--- config.mk ---
export PLATFORM = sky130hd
export DESIGN_NAME = widthcr_calc
export DESIGN_NICKNAME = d
export VERILOG_FILES = /design/src/rtl/widthcr_calc.sv
export SDC_FILE = /design/constraint.sdc
export NUM_CORES = 1
export LEC_CHECK = 0
export ABC_CLOCK_PERIOD_IN_PS = 16300
export BUFFER_PORTS_ARGS = -buffer_cell sky130_fd_sc_hd__buf_2
export CORE_MARGIN = 2
export CORE_UTILIZATION = 60
export DETAILED_ROUTE_END_ITERATION = 16
export GPL_TIMING_DRIVEN = 0
export HOLD_SLACK_MARGIN = 0.08
export PLACE_DENSITY_LB_ADDON = 0.12
export SKIP_LAST_GASP = 1
export SYNTH_ARGS = -nofsm -noshare
export SYNTH_HDL_FRONTEND = slang
export SYNTH_SLANG_ARGS = --single-unit
--- constraint.sdc ---
create_clock -name clk -period 16.3 [get_ports clk]
set_input_delay 0.815 -clock clk [delete_from_list [all_inputs] [get_ports clk]]
set_output_delay 0.815 -clock clk [all_outputs]
set_load 0.02 [all_outputs]
--- src/rtl/widthcr_calc.sv ---
// Cr-cluster width W_Cr(Y) of the luma-dependent skin-tone model, three-stage pipeline.
// Optional macro WIDTHCR_MID_WIDTH_EN makes the mid-luma plateau output W_CR instead of 0.
module widthcr_calc #(
  parameter int WIDTHCR_WIDTH = 16,
  parameter int FRAC_BITS     = 10
) (
  input  logic                     clk,
  input  logic                     rst_n,
  input  logic                     in_valid,
  input  logic [7:0]               y_in,
  output logic                     out_valid,
  output logic [WIDTHCR_WIDTH-1:0] widthcr_out
);

  localparam logic [7:0] Y_MIN = 8'd16;
  localparam logic [7:0] Y_MAX = 8'd235;
  localparam logic [7:0] K_L   = 8'd125;
  localparam logic [7:0] K_H   = 8'd188;
  localparam int SLOPE_FRAC    = 16;

  // W_CR=38.76 is carried in hundredths so every constant stays integer.
  localparam logic [63:0] ONE_Q   = 64'd1 << FRAC_BITS;
  localparam logic [63:0] WCR_Q64 = (64'd3876 * ONE_Q + 64'd50) / 64'd100;
  localparam logic [63:0] WL_Q64  = 64'd20 * ONE_Q;
  localparam logic [63:0] WH_Q64  = 64'd10 * ONE_Q;
  localparam logic [63:0] SL_Q64  = (64'd1876 * (ONE_Q << SLOPE_FRAC) + 64'd5450) / 64'd10900;
  localparam logic [63:0] SH_Q64  = (64'd2876 * (ONE_Q << SLOPE_FRAC) + 64'd2350) / 64'd4700;

  localparam logic [WIDTHCR_WIDTH-1:0] WCR_Q = WIDTHCR_WIDTH'(WCR_Q64);
  localparam logic [WIDTHCR_WIDTH-1:0] WL_Q  = WIDTHCR_WIDTH'(WL_Q64);
  localparam logic [WIDTHCR_WIDTH-1:0] WH_Q  = WIDTHCR_WIDTH'(WH_Q64);
  localparam logic [47:0]              S_L   = 48'(SL_Q64);
  localparam logic [47:0]              S_H   = 48'(SH_Q64);

  typedef enum logic [1:0] {
    RNG_LOW  = 2'd0,
    RNG_HIGH = 2'd1,
    RNG_MID  = 2'd2
  } rng_t;

  logic [7:0]               w_yc;
  logic [7:0]               w_diff;
  rng_t                     w_rng;
  logic [47:0]              w_slope;
  logic [WIDTHCR_WIDTH-1:0] w_round;
  logic [WIDTHCR_WIDTH-1:0] w_result;

  logic                     r_v1;
  logic [7:0]               r_diff1;
  rng_t                     r_rng1;
  logic                     r_v2;
  logic [47:0]              r_prod2;
  rng_t                     r_rng2;
  logic                     r_out_valid;
  logic [WIDTHCR_WIDTH-1:0] r_widthcr;

  // Range selection looks at the unclamped sample; the distance uses the clamped one.
  always_comb begin
    w_yc   = y_in;
    w_diff = 8'd0;
    w_rng  = RNG_MID;
    if (y_in < Y_MIN)
      w_yc = Y_MIN;
    else if (y_in > Y_MAX)
      w_yc = Y_MAX;
    if (y_in <= K_L) begin
      w_rng  = RNG_LOW;
      w_diff = w_yc - Y_MIN;
    end else if (y_in >= K_H) begin
      w_rng  = RNG_HIGH;
      w_diff = Y_MAX - w_yc;
    end
  end

  assign w_slope = (r_rng1 == RNG_HIGH) ? S_H : S_L;
  assign w_round = WIDTHCR_WIDTH'((r_prod2 + 48'd32768) >> SLOPE_FRAC);

  always_comb begin
    w_result = '0;
    case (r_rng2)
      RNG_LOW:  w_result = WL_Q + w_round;
      RNG_HIGH: w_result = WH_Q + w_round;
`ifdef WIDTHCR_MID_WIDTH_EN
      RNG_MID:  w_result = WCR_Q;
`else
      RNG_MID:  w_result = '0;
`endif
      default:  w_result = '0;
    endcase
  end

  // Valid bits always advance; data registers only load behind a valid bit.
  always_ff @(posedge clk or negedge rst_n) begin
    if (!rst_n) begin
      r_v1        <= 1'b0;
      r_diff1     <= 8'd0;
      r_rng1      <= RNG_MID;
      r_v2        <= 1'b0;
      r_prod2     <= 48'd0;
      r_rng2      <= RNG_MID;
      r_out_valid <= 1'b0;
      r_widthcr   <= '0;
    end else begin
      r_v1        <= in_valid;
      r_v2        <= r_v1;
      r_out_valid <= r_v2;
      if (in_valid) begin
        r_diff1 <= w_diff;
        r_rng1  <= w_rng;
      end
      if (r_v1) begin
        r_prod2 <= 48'(r_diff1) * w_slope;
        r_rng2  <= r_rng1;
      end
      if (r_v2)
        r_widthcr <= w_result;
    end
  end

  assign out_valid   = r_out_valid;
  assign widthcr_out = r_widthcr;

endmodule

==> flow_summary.toml, run 1 <==
[run]
drv.max_cap_violation_count = 0

[route]
drtIter0Drc = 298
route.vias.total = 5008
avg_vias_per_cell = 5.66
drcViolationCount = 0
postRouteAntennaNets = 0
detail_route.wl_per_cell_um = 16.1
drt-total-wl_um = 14300
detail_route.first_pass.iterations = 5

[logic_synthesis]
synthesis.instances = 708
synth_async_sr_flop_share = 1.00
synth_top_area_share = 0.208
flip_flop_and_latch_count_after_synthesis = 48
seq_total_area_yosys = 0.190
post_synth_main_area_contributors = "fa_1 21%, dfrtp_1 18%, ha_1 16%, inv_1 8.9%, a21oi_1 3.6%"
synthDistinctLibCells = 57
synthTopCellsByCount = "150 x inv_1, 82 x ha_1, 66 x fa_1, 46 x dfrtp_1, 45 x a21oi_1"
synth_most_common_cell = "inv_1"
syn_area_per_cell_um2 = 8.95
ys.flop_type = "dfrtp_1"
synth_edf_count = 0
synth-warning-count = 0
synth_area_um2 = 6340
synth_top_cell_by_area = "fa_1"

[floorplanning]
core_um2 = 10300
die-area_um2 = 11400
floorplan.rows = 37
floorplan.initialDensity = 0.617
top_level_ports = 28
die_h_um = 107
chipWidth_um = 107

[final_layout]
fillCellCount = 904
post_route_cells_drive_above_1_share = 0.0761
final_layout_net_count = 907
layout-area-overhead-vs-synth_pct = 6.97
seq_area_um2 = 1200
multiInputGateArea_um2 = 4510
antenna_cells = 0

[timing]
slew_viol_final = 0
finalSetupViolations = 0
worstMarginPinSlew_ns = 1.07
hold-worst-slack_ns = 0.456
grt_setup_unrepaired = "false"
layout_min_cycle_time_ns = 6.18
fin_tns_setup_ns = 0
fmax_mhz = 162
slew-limit-headroom = 0.285
hold_viol_final = 0
layout_worst_path_cycle_share = 0.379
worst_clock_skew_ns = 0.00588

[power_and_ir_drop]
power.leakage_nw = 3.54
largest_voltage_drop_on_the_vdd_net_mv = 0.191
powerDensity_nw_per_um2 = 191

[placement]
placement.io_buffers = 26
detailed_place_hpwl_um = 12000
place.gp.congestion = 0.937

[worst_setup_path]
setup.worst_path.start_class = "flip-flop"
worst-path-max-fanout = 10
critical_path_arrival_ns = 6.39
timing_worst_setup_path_type = "flip-flop to flip-flop"
critical_path_required_ns = 16.51
endpoint_kind = "flip-flop"

[clock_network]
cts-buffers-inserted = 5
cts_sink_count = 48
cts_repair_resize_count = 0
cts-root-to-sink-buffers = 2
post_cts_buffers = 0
clock-root-buffer = "clkbuf_8"
tritoncts_clock_tree = "built"
cts.reportedPaths.clkPinSlew_ns = 0.09
holdBufCountCts = 0
worstSkewPairLatency_ns = 0.32
cts_htree_levels = 2

[grt]
largest_net_degree_at_the_start_of_global_routing = 49
number_of_global_route_vias_before_repair = 5049
grt_usage = 0.265
grt_antenna_before_repair = 0
overflow = 0
grt_pass1_wl_um = 23800

[run_status]
status = "finished clean"

[min_path]
worst_hold_path_type = "flip-flop to flip-flop"
==> registers in the layout (all words and copies together), names as in the netlist <==
register / flops
out_valid: 1
r_prod2: 17
r_v2: 1
r_v1: 1
r_diff1: 8
r_rng1: 2
r_rng2: 2
widthcr_out: 16
==> cell usage in the layout, fill, tap and decap left out, drive strengths merged, types with 3 or more instances in the layout <==
cell type,count
nor3,3
inv,151
dfrtp,46
nand2,42
a31oi,5
xor2,19
conb,9
o21bai,6
mux2i,3
a21o,8
nand2b,4
a221oi,3
o21a,4
mux2,12
and3,7
fa,66
buf,27
nor4,5
or2,4
a21oi,46
o2bb2ai,14
nor2,36
a211oi,3
o31a,3
xnor2,19
o211ai,5
ha,82
nand3,12
nand4,15
o21ai,30
clkbuf,23
nor2b,4
==> worst max-delay path, stage by stage (launching register included) <==
cell and delay [ns]:
dfstp_2 0.60, inv_1 0.07, nand2_1 0.13, clkbuf_1 0.41
nand2_1 0.21, nand2_1 0.12, ha_1 0.16, clkbuf_1 0.13
fa_1 0.49, fa_1 0.55, inv_1 0.05, fa_1 0.54
inv_1 0.05, ha_1 0.39, a21oi_1 0.24, o21ai_0 0.14
a21o_1 0.23, a2111oi_0 0.92, nor2_1 0.17, xor2_1 0.20
mux2_2 0.26
==> where the power goes <==
group | total (W) | internal, W | leakage (nW) | switching, W
Clock | 0.0000894 | 0.0000462 | 0.0548 | 0.0000432
Sequential | 0.000209 | 0.000165 | 0.583 | 0.0000445
Combinational | 0.000996 | 0.000403 | 2.90 | 0.000593
==> final cells by class <==
cell class,count,share of cell area
multi-input cells,496,0.666
flip-flops and latches,48,0.178
inverters,151,0.0836
well taps,136,0.0251
repair buffers,26,0.0192
plain buffers,20,0.0120
clock buffers,5,0.0102
clock inverters,3,0.00683
==> through the flow <==
stage	utilization	instances	worst slack (ns)	total power [W]	area, um2
after floorplan	-	715	11.19	0.000949	6360
after global placement	0.648	877	10.33	0.00116	6660
after detailed placement	0.648	877	10.30	0.00119	6660
after CTS	0.660	885	10.24	0.00129	6780
after global routing	0.660	885	9.86	0.00143	6780
final	0.660	885	10.12	0.00129	6780
==> routing by layer <==
layer | up-vias | global-route usage | routed length (um)
met3 | 24 | 0.0334 | 586
met5 | - | 0 | 0
met1 | 2442 | 0.323 | 5980
met2 | 129 | 0.491 | 7370
li1 | 2413 | - | -
met4 | 0 | 0.0761 | 315
==> worst paths after layout <==
kind,startpoint,endpoint,slack [ns],depth (start not counted)
max in group asynchronous,rst_n,r_rng1[0],14.95,1
min,r_v2,out_valid,0.46,0
max,r_rng1[1],r_prod2[26],10.12,20
min in group asynchronous,rst_n,widthcr_out[3],0.68,1
min reg2reg,r_v2,out_valid,0.46,0
max reg2reg,r_rng1[1],r_prod2[26],10.12,20
==> kinds of logic after synthesis <==
kind of cell    Yosys count  synth area share
flops                    48             0.190
simple gates            142             0.111
buf+inv                 171             0.102
fa+ha+maj               148             0.370
compound gates          144             0.147
other cells               2           0.00119
xor+xnor                 38            0.0525
mux                      15            0.0261
Note: power is estimated with default switching activity, not from simulation.
==> run 2, diff against run 1 <==
- ABC_CLOCK_PERIOD_IN_PS: 16300 -> 5600
- CORE_UTILIZATION: 60 -> 58
- clock period: 16.3 -> 5.6 ns (I/O delays scaled with it)
==> run 2 against run 1 <==
Compared with the run above: total power grew to 2.9 times the previous value; largest power group unchanged; count of clock-buffer cells in the layout is the same; final cell count is 0.34% higher; wire length shrank 4.3%; flip-flop and latch count is the same; global-route usage decreased by 1.4 points; critical path type unchanged; critical path depth down 2; worst hold slack got worse by 0.31 ns; first-iteration DRC count is 10% lower; clock skew fell by 0.00096 ns.
==> flow_summary.toml, run 2 (synthesis results as in run 1) <==
[final_layout]
finalCoreUtilization = 0.632
fin_cells = 888
final_layout_net_count = 906
post_route_cells_drive_above_1_share = 0.0829
seq_area_um2 = 1200
multiInputGateArea_um2 = 4540
mostFrequentLayoutCells = "150 x inv_1, 82 x ha_1, 66 x fa_1"
layout.cells.most_common = "inv_1"
largest_register_ff_count = 17
max_flop_register = "r_prod2"
layout-area-overhead-vs-synth_pct = 7.23
antenna_cells = 0
fillCellCount = 947

[floorplanning]
core_um2 = 10700
floorplan.rows = 38
die_h_um = 109
die-area_um2 = 11800
chipWidth_um = 109
top_level_ports = 28
floorplan.initialDensity = 0.590

[route]
route.met3.wl_um = 567
postRouteAntennaNets = 0
top_layer_used = "met4"
avg_vias_per_cell = 5.52
drcViolationCount = 0
met1Wirelength_um = 5820
detail_route.first_pass.iterations = 5
detail_route.wl_per_cell_um = 15.4
route.vias.total = 4902
drtIter0Drc = 267
drt-total-wl_um = 13600
routed-wl-met2_um = 6960

[run_status]
status = "finished clean"

[clock_network]
tritoncts_clock_tree = "built"
cts-buffers-inserted = 5
clock-root-buffer = "clkbuf_8"
cts-root-to-sink-buffers = 2
post_cts_buffers = 0
cts.reportedPaths.clkPinSlew_ns = 0.09
cts_sink_count = 48
cts_htree_levels = 2
worstSkewPairLatency_ns = 0.31

[worst_setup_path]
timing_worst_setup_path_type = "flip-flop to flip-flop"
endpoint_kind = "flip-flop"
critical_path_required_ns = 5.85
critical_path_arrival_ns = 5.64
rr_startpoint = "r_rng1[1]"
setup.worst_path.start = "r_rng1[1]"
setup.worst_path.start_class = "flip-flop"
highest_delay_cell_along_the_critical_path = "dfstp_2"
critical_path.cell_chain = "inv_1, nand2_2, nand2_1, fa_1, fa_1, inv_1, fa_1, inv_1, fa_1, inv_1, ha_1, nand2_1, o21bai_1, a21oi_1, a21oi_2, o31a_1, or4b_1, nand4_1"
cpPeakStageDelay_ns = 0.61
worst-path-max-fanout = 14

[grt]
overflow = 0
grt_pass1_wl_um = 23000
number_of_global_route_vias_before_repair = 5024
grt_usage = 0.251
largest_net_degree_at_the_start_of_global_routing = 49
grt_antenna_before_repair = 0

[min_path]
worst_hold_path_type = "primary input to async pin"

[timing]
worst_clock_skew_ns = 0.00492
finalSetupViolations = 0
hold_viol_final = 0
fmax_mhz = 185
layout_worst_path_cycle_share = 0.963
grt_setup_unrepaired = "false"
slew-limit-headroom = 0.293
slew_viol_final = 0
worstMarginPinSlew_ns = 1.06
worst_slack_ns = 0.209
hold-worst-slack_ns = 0.143
layout_min_cycle_time_ns = 5.39

[placement]
placement.io_buffers = 26
detailed_place_hpwl_um = 11600
dp_worst_setup_slack_ns = -0.375
placed_cells_incl_taps = 881
place.gp.congestion = 0.947

[power_and_ir_drop]
largest_voltage_drop_on_the_vdd_net_mv = 0.531
powerDensity_nw_per_um2 = 551
power.leakage_nw = 3.53

[run]
drv.max_cap_violation_count = 0
run 2: worst max-delay path: cells and delay by family, from the launching register on:
| kind | cells | cell delay (ns) |
|---|---|---|
| buffers and inverters | 4 | 0.23 |
| adders and majority gates | 5 | 2.40 |
| DFF | 1 | 0.61 |
| and+or+nand+nor | 5 | 1.17 |
| AOI/OAI and AO/OA | 4 | 0.92 |
run 2: stage by stage:
step / power, W / setup TNS, ns / area [um2]
final: 0.00374 / 0 / 6800
after global routing: 0.00418 / 0 / 6800
after CTS: 0.00370 / 0 / 6770
after detailed placement: 0.00344 / -0.669 / 6670
after global placement: 0.00337 / -0.610 / 6670
after floorplan: 0.00276 / 0 / 6360
run 2: path summary, 6_finish.rpt:
path / endpoint / cells after the start / slack [ns]
min in group clk: r_diff1[2] / 5 / 0.40
setup / recovery: r_prod2[28] / 18 / 0.21
max in group asynchronous: r_rng1[0] / 1 / 4.72
setup reg to reg: r_prod2[28] / 18 / 0.21
hold reg to reg: out_valid / 0 / 0.46
hold / removal: widthcr_out[1] / 1 / 0.14
run 2: report_power, final:
group	internal [W]	leakage, nW	switching, W
Combinational	0.00120	2.91	0.00172
Clock	0.0000886	0.0404	0.000127
Sequential	0.000479	0.582	0.000128
run 2: timing repair:
| action | 4_1_cts | 5_1_grt |
|---|---|---|
| hold buffers | 1 | 0 |
| endpoints found under the setup margin | 4 | 6 |
| gates resized for setup | 2 | 5 |
| endpoints found under the hold margin | 1 | 0 |
| gates cloned | 0 | 0 |
run 2: layout make-up:
cell class,count,area share
Multi-Input combinational cell,496,0.668
Sequential cell,48,0.177
Inverter,151,0.0834
Tap cell,140,0.0258
Timing Repair Buffer,27,0.0206
Buffer,18,0.0109
Clock buffer,5,0.0101
Clock inverter,3,0.00350
run 2: layer usage:
metal  vias to the layer above  track usage
met5                         -            0
met4                         0       0.0760
met3                        25       0.0374
met2                       128        0.454
met1                      2332        0.308
li1                       2417            -
==> run 3, diff against run 2 <==
- CORE_UTILIZATION: 58 -> 30
==> run 3 against run 2 <==
Compared with the run above: cell area is 3.4% higher; wire length up 13%; combinational power about the same; core utilization is 30 points lower; setup slack better by 0.027 ns; first-iteration DRC count fell by 30%; global-route usage down 10 points; clock skew rose by 0.0039 ns; flip-flop and latch count unchanged; final cell count rose by 15%; sequential share of layout area decreased by 0.58 points; register-to-register slack improved by 0.03 ns.
==> flow_summary.toml, run 3 (synthesis results as in run 1) <==
[floorplanning]
floorplan.rows = 53
top_level_ports = 28
die-area_um2 = 22300
floorplan.initialDensity = 0.303
core_um2 = 20900
chipWidth_um = 149
die_h_um = 149

[timing]
worst_clock_skew_ns = 0.00880
layout_worst_path_cycle_share = 0.958
finalSetupViolations = 0
slew-limit-headroom = 0.273
hold_viol_final = 0
fmax_mhz = 186
fin_tns_setup_ns = 0
layout_min_cycle_time_ns = 5.36
worstMarginPinSlew_ns = 1.09
grt_setup_unrepaired = "true"
slew_viol_final = 0

[worst_setup_path]
setup.worst_path.start_class = "flip-flop"
timing_worst_setup_path_type = "flip-flop to flip-flop"
critical_path_required_ns = 5.83
critical_path_arrival_ns = 5.59
worst-path-max-fanout = 7
endpoint_kind = "flip-flop"

[route]
detail_route.first_pass.iterations = 4
route.vias.total = 4818
postRouteAntennaNets = 0
detail_route.wl_per_cell_um = 15.1
drt-total-wl_um = 15400
drtIter0Drc = 186
avg_vias_per_cell = 4.71
drcViolationCount = 0

[clock_network]
cts_sink_count = 48
clock-root-buffer = "clkbuf_16"
cts-root-to-sink-buffers = 2
cts_htree_levels = 2
holdBufCountCts = 0
worstSkewPairLatency_ns = 0.30
cts-buffers-inserted = 5
tritoncts_clock_tree = "built"
cts.reportedPaths.clkPinSlew_ns = 0.07

[power_and_ir_drop]
comb_power_share = 0.758
powerDensity_nw_per_um2 = 549
power.leakage_nw = 3.56
switchingPower_w = 0.00200
largest_voltage_drop_on_the_vdd_net_mv = 0.197
power.internal_w = 0.00186
swShare = 0.517
power_share_of_the_sequential_group = 0.159
clock_power_share = 0.083

[run]
drv.max_cap_violation_count = 0

[final_layout]
seq_area_um2 = 1200
layout-area-overhead-vs-synth_pct = 10.9
max_flop_register = "r_prod2"
fillCellCount = 2207
layout.cells.most_common = "inv_1"
multiInputGateArea_um2 = 4550
mostFrequentLayoutCells = "150 x inv_1, 81 x ha_1, 66 x fa_1"
final_layout_net_count = 906
post_route_cells_drive_above_1_share = 0.0856
design_area_um2 = 7030
largest_register_ff_count = 17

[placement]
detailed_place_hpwl_um = 13200
place.gp.congestion = 0.848
detailed_place.area_um2 = 6840
placement.io_buffers = 26

[grt]
grt_pass1_wl_um = 25600
overflow = 0
largest_net_degree_at_the_start_of_global_routing = 49
grt_usage = 0.146
number_of_global_route_vias_before_repair = 4981
grt_antenna_before_repair = 0

[run_status]
status = "finished clean"

[min_path]
worst_hold_path_type = "primary input to flip-flop"
## run 3: cell type report
cell class	instances	area share
sequential	48	0.171
clock inverter	2	0.00214
clock buffer	6	0.0198
buffer	19	0.0110
inverter	151	0.0807
tap	275	0.0490
timing repair buffer	26	0.0185
antenna	1	0.000356
multi-input combinational	496	0.647
## run 3: final timing paths
kind                       cells after the start      start           to  slack, ns
hold / removal                                 1   in_valid         r_v1       0.10
min in group asynchronous                      1      rst_n  r_prod2[17]       0.19
setup reg to reg                              16  r_rng1[0]  r_prod2[28]       0.24
hold reg to reg                                0       r_v2    out_valid       0.47
setup / recovery                              16  r_rng1[0]  r_prod2[28]       0.24
max in group asynchronous                      1      rst_n    r_rng1[0]       4.67
## run 3: what timing repair did
item,4_1_cts,5_1_grt
setup endpoints to repair,5,7
resized for setup,4,7
buffers inserted,0,0
## run 3: worst max-delay path: stages, from the launching register on
cell	delay, ns
dfrtp_2	0.49
nor2b_2	0.31
and2_2	0.28
fa_1	0.46
fa_1	0.54
fa_1	0.56
inv_1	0.06
fa_1	0.54
inv_1	0.04
ha_1	0.43
o21a_1	0.16
o21bai_1	0.07
a21oi_1	0.19
a21oi_2	0.12
o31a_1	0.41
or4b_1	0.53
nand4_1	0.09
## run 3: stage by stage
stage / setup slack [ns] / hold slack (ns) / util / std cells / power (W)
after global routing: -0.0518 / 0.0966 / 0.336 / 1023 / 0.00435
after global placement: -0.471 / 0.413 / 0.327 / 1016 / 0.00347
after CTS: 0.0327 / 0.0960 / 0.335 / 1023 / 0.00388
final: 0.236 / 0.101 / 0.336 / 1024 / 0.00386
after detailed placement: -0.450 / 0.412 / 0.327 / 1016 / 0.00351
after floorplan: 0.487 / -0.0156 / - / 715 / 0.00276
## run 3: metal layers
metal,track usage,wire length (um)
met1,0.184,7010
met2,0.267,7860
met3,0.0156,308
met4,0.0338,238
met5,0,0
## run 3: power by group through the flow
stage,clock (W),combinational (W),sequential [W]
after floorplan,0,0.00212,0.000642
after global placement,0,0.00286,0.000616
after detailed placement,0,0.00289,0.000622
after CTS,0.000333,0.00293,0.000616
after global routing,0.000348,0.00337,0.000637
final,0.000320,0.00293,0.000613
